===== src/rtl/digit_serial_addsub.sv =====
// Digit-serial adder/subtractor: processes DIGIT bits per clock, LSB digit first,
// with the carry kept in a register between digits; result published with a done pulse.
module digit_serial_addsub #(
  parameter int WIDTH = 32,
  parameter int DIGIT = 8
) (
  input  logic             clk,
  input  logic             rst,
  input  logic             start,
  input  logic [WIDTH-1:0] a,
  input  logic [WIDTH-1:0] b,
  input  logic             cin,
  input  logic             sub,
  output logic             busy,
  output logic             done,
  output logic [WIDTH-1:0] s,
  output logic             cout,
  output logic             ovf
);

  localparam int N  = WIDTH / DIGIT;
  localparam int KW = (N > 1) ? $clog2(N) : 1;
  localparam logic [KW-1:0] K_LAST = KW'(N - 1);

  typedef enum logic [1:0] {IDLE, RUN, DONE} state_t;

  state_t           state_q, state_d;
  logic [KW-1:0]    k_q, k_d;
  logic [WIDTH-1:0] a_q, a_d, b_q, b_d, acc_q, acc_d, s_q, s_d;
  logic             c_q, c_d, cout_q, cout_d, ovf_q, ovf_d;
  logic [DIGIT:0]   dsum;
  logic [WIDTH+DIGIT-1:0] acc_shift;
  logic             msb_cin;
  logic             accept;
  logic             last;

  always_comb begin
    dsum      = {1'b0, a_q[DIGIT-1:0]} + {1'b0, b_q[DIGIT-1:0]} + {{DIGIT{1'b0}}, c_q};
    // New digit enters at the top; after N digits the register holds the full result.
    acc_shift = {dsum[DIGIT-1:0], acc_q};
    msb_cin   = a_q[DIGIT-1] ^ b_q[DIGIT-1] ^ dsum[DIGIT-1];
    last      = (k_q == K_LAST);
    accept    = start && (state_q != RUN);

    state_d = state_q;
    k_d     = k_q;
    a_d     = a_q;
    b_d     = b_q;
    c_d     = c_q;
    acc_d   = acc_q;
    s_d     = s_q;
    cout_d  = cout_q;
    ovf_d   = ovf_q;

    case (state_q)
      RUN: begin
        a_d   = a_q >> DIGIT;
        b_d   = b_q >> DIGIT;
        c_d   = dsum[DIGIT];
        acc_d = acc_shift[WIDTH+DIGIT-1:DIGIT];
        k_d   = k_q + 1'b1;
        if (last) begin
          state_d = DONE;
          s_d     = acc_shift[WIDTH+DIGIT-1:DIGIT];
          cout_d  = dsum[DIGIT];
          ovf_d   = msb_cin ^ dsum[DIGIT];
        end
      end
      default: begin
        state_d = IDLE;
        if (accept) begin
          state_d = RUN;
          a_d     = a;
          // Subtraction as a + ~b + ~borrow.
          b_d     = sub ? ~b : b;
          c_d     = cin ^ sub;
          k_d     = '0;
        end
      end
    endcase
  end

  always_ff @(posedge clk) begin
    if (rst) begin
      state_q <= IDLE;
      k_q     <= '0;
      s_q     <= '0;
      cout_q  <= 1'b0;
      ovf_q   <= 1'b0;
    end else begin
      state_q <= state_d;
      k_q     <= k_d;
      s_q     <= s_d;
      cout_q  <= cout_d;
      ovf_q   <= ovf_d;
    end
  end

  always_ff @(posedge clk) begin
    a_q   <= a_d;
    b_q   <= b_d;
    c_q   <= c_d;
    acc_q <= acc_d;
  end

  assign busy = (state_q == RUN);
  assign done = (state_q == DONE);
  assign s    = s_q;
  assign cout = cout_q;
  assign ovf  = ovf_q;

endmodule


===== config.mk =====
export PLATFORM = sky130hd
export DESIGN_NAME = digit_serial_addsub
export DESIGN_NICKNAME = d
export VERILOG_FILES = /design/src/rtl/digit_serial_addsub.sv
export SDC_FILE = /design/constraint.sdc
export NUM_CORES = 1
export LEC_CHECK = 0
export ABC_AREA = 0
export BUFFER_PORTS_ARGS = -buffer_cell sky130_fd_sc_hd__buf_2
export CAP_MARGIN = 20
export CORE_ASPECT_RATIO = 0.9
export CORE_MARGIN = 10
export CORE_UTILIZATION = 54
export CTS_CLUSTER_DIAMETER = 50
export DETAILED_ROUTE_END_ITERATION = 16
export PLACE_DENSITY = 0.79
export SETUP_SLACK_MARGIN = 0.02
export SYNTH_ARGS = -nofsm -noshare
export SYNTH_HDL_FRONTEND = slang
export SYNTH_SLANG_ARGS = --single-unit

===== constraint.sdc =====
create_clock -name clk -period 2.9 [get_ports clk]
set_clock_uncertainty 0.05 [all_clocks]
set_input_delay 0 -clock clk [delete_from_list [all_inputs] [get_ports clk]]
set_output_delay 0 -clock clk [all_outputs]
set_load 0.05 [all_outputs]

==> impl_results.md <==
- FF-to-FF path depth: 7
- CTS tree: done
- Max IR drop VDD: 484.3 uV
- Diode count: 0
- Crit-path cells: fa_1 -> fa_1 -> nand3_1 -> nand2_1 -> a21oi_1 -> xor2_1 -> a22o_1
- FMAX: 0.4377 GHz
- H-tree levels: 4
- Vias in the first global route: 3798
- Initial Utilization: 55.67%
- Final setup viols: 0
- Min Tclk post-route: 2285 ps
- Cell area after synthesis: ~5100 um^2
- Drt wl/cell: 17.16 um
- CP Data Required Time: 3250 ps
- Largest net degree at the start of global routing: 68
- IO Count: approximately 110
- 1st-iter DRT viols: 383
- First-pass DRT Iterations: 4
- Crit Path Max Fanout: 3
- Core Rows: 33
- Drt drc: 0
- Sequential share of the synthesized area: 64.43%
- Worst path arrival time: 2630 ps
- Status: finished, final reports clean
- DIE HEIGHT: 112.0 um
- Kind of end point of the critical path: register
- Final Max Tran Viols: 0
- Via-to-Cell Ratio: 5.239
- Buffers on Ports: 104
- Longest Clk Path Bufs: 2
- HP Class: in2reg
- Clock latency at the later pin of the worst-skew pair: between 500 and 600 ps
- Syn Inst Count: 376
- Placeable Area: around 9100 um^2
- Most frequent CP cell: fa_1
- Slew @ Worst Pin: 925.1 ps
- Fin Hold WS: 230.5 ps
- Initial antenna violation count: 0
- Hold Violations, Final: 0
- Post-cts sizing count: 0
- Mapped Nets: 455
- DP Cell Count: 583
- Vias post-DR: 3573
- Placer Congestion: 0.8386
- Synth warn: 0
- Startpoint type of the worst setup path: register
- DRT Wirelength: 11710 um
- Lkg Pwr: 2.845 nW
- Detail Route Antenna Nets: 0
- Chip Width: roughly 120 um
- R2R Setup Slk: 620 ps
- Tcrit/Tclk final: a little under 80%
- Mean Syn Cell Area: between 10 and 15 um^2
- TNS Setup: 0 ps
- Core Util, Final: 76.44%
- Layout cells sized above 1: 30.54%
- Fin cells: 682
- Root Buffer: clkbuf_8
- Die area: 13690 um^2
- Hold Path Depth: 4
- Total Nets Final: 626
- Max stage delay on crit path: a little under 500 ps
- Pwr dens: ~700 nW/um^2
- GRT Overall Usage: 17.56%
- Rel. slew slack: 38.33%
- Setup CP Type: reg2reg
- Area Growth Syn to Fin: 37.32%
- #FFs+latches synth: approximately 130
- CTS Buf Count: 17
- Worst path slowest cell: fa_1
- GRT overflow: 0
- Clk sinks: 127
- Distinct cells, synth: 29
- First-pass GRT wire length: between 15000 and 20000 um
- Max Cap Viol: 0
- RSZ-0062 raised after global routing: no
- Clock-pin slew of the registers on the worst-case setup and hold paths: 60 ps
- Detailed Place HPWL: between 6000 and 7000 um
routing by layer:
layer / global-route usage, % / part of all wire, % / vias to the layer above / routed length (um)
li1: - / - / 1716 / -
met1: 19.84 / 40 / 1695 / 4626
met2: 29.45 / 50 / 143 / 5835
met3: 7.315 / 9.1 / 19 / 1065
met4: 5.651 / 1.5 / 0 / 178
met5: 0 / 0 / - / 0
cell families after synthesis:
| kind of cell | after synthesis | synth area share, % |
|---|---|---|
| flip-flops | 127 | 64.43 |
| AO/OA/AOI/OAI | 83 | 11.80 |
| AND/OR/NAND/NOR | 58 | 4.680 |
| XOR/XNOR | 40 | 6.896 |
| multiplexers | 33 | 7.094 |
| buffers and inverters | 25 | 2.340 |
| adder cells (fa/ha/maj) | 10 | 2.759 |
repair_timing:
action	CTS	global route
buffers inserted	0	0
hold buffers	67	0
endpoints found under the hold margin	70	0
worst max-delay path: cells and delay by family, from the launching register on:
| kind | cells | cell delay [ps] |
|---|---|---|
| adders and majority gates | 2 | 910 |
| DFF | 1 | 390 |
| AOI/OAI and AO/OA | 2 | 510 |
| and+or+nand+nor | 2 | 200 |
| xor gates and xnor gates | 1 | 110 |
through the flow:
stage / power, W / area (um^2) / worst slack (ps)
after detailed placement: 0.002678 / 5695 / 611.4
after CTS: 0.004895 / 6975 / 606.1
final: 0.004886 / 6975 / 615.4
after global placement: 0.002648 / 5695 / 670.6
after floorplan: 0.002537 / 5080 / 646.9
after global routing: 0.005072 / 6975 / 488.8
flip-flops by register name, indices dropped and copies added (netlist names):
| name | cells |
|---|---|
| c_q | 1 |
| b_q | 32 |
| acc_q | 24 |
| cout | 1 |
| a_q | 32 |
| s | 32 |
| ovf | 1 |
| state_q | 2 |
| k_q | 2 |
report_power, final:
part	internal (W)	switching [W]
Sequential	0.00211	0.0000628
Clock	0.00139	0.000763
Combinational	0.000272	0.000285
cells in the final DEF (no fill, tap or decap), types with 2 or more instances in the layout:
master         count
ha_1               8
nor2_1            21
dfxtp_1           54
nor2b_1            3
fa_1               2
o21ai_0           26
buf_2            104
mux2_2            24
buf_4              4
a211oi_1           8
edfxtp_1          73
mux2i_1            9
xnor2_1           35
clkbuf_16         16
xor2_1             5
clkinvlp_4         3
dlygate4sd3_1     67
clkinv_2           2
nand2_1           29
bufinv_16          4
a22o_1            33
a21oi_1            9
clkinv_4           3
synth_stat cells:
cell type	number	area share [%]
o21ai_2	1	0.17
a211oi_1	8	1.2
a21oi_2	1	0.17
nor3b_1	1	0.15
o211ai_1	1	0.15
dfxtp_1	54	21
nor2b_1	4	0.49
inv_1	1	0.074
edfxtp_1	73	43
clkbuf_1	4	0.30
nand2b_1	1	0.12
o31ai_1	1	0.15
nor2_1	21	1.6
mux2i_1	9	1.8
ha_1	8	2.0
o21ai_0	26	2.6
nand2_1	29	2.1
a21oi_1	9	0.89
a22o_1	33	5.7
a211oi_2	1	0.25
xnor2_1	35	6.0
a21o_2	1	0.17
buf_2	20	2.0
nor2_2	1	0.12
xor2_1	5	0.86
nand3_1	1	0.098
o31ai_4	1	0.42
fa_1	2	0.79
mux2_2	24	5.3
final cells by class:
cell class | instances | area (um^2)
clock buffers | 18 | 417.9
clock inverters | 14 | 191.4
fillers | 509 | 2150
inverters | 1 | 3.754
multi-input cells | 224 | 1695
flip-flops and latches | 127 | 3273
well taps | 122 | 152.6
repair buffers | 176 | 1241
path summary, 6_finish.rpt:
kind | start | to
worst max-delay path | a_q[0]$_DFFE_PP_ | ovf$_SDFFE_PP0P_
worst min-delay path | a[28] | a_q[28]$_SDFFE_PP0P_
worst max register to register | a_q[0]$_DFFE_PP_ | ovf$_SDFFE_PP0P_
worst min register to register | acc_q[21]$_DFFE_PP_ | acc_q[13]$_DFFE_PP_
No activity file was read; power rests on OpenSTA's default activity.
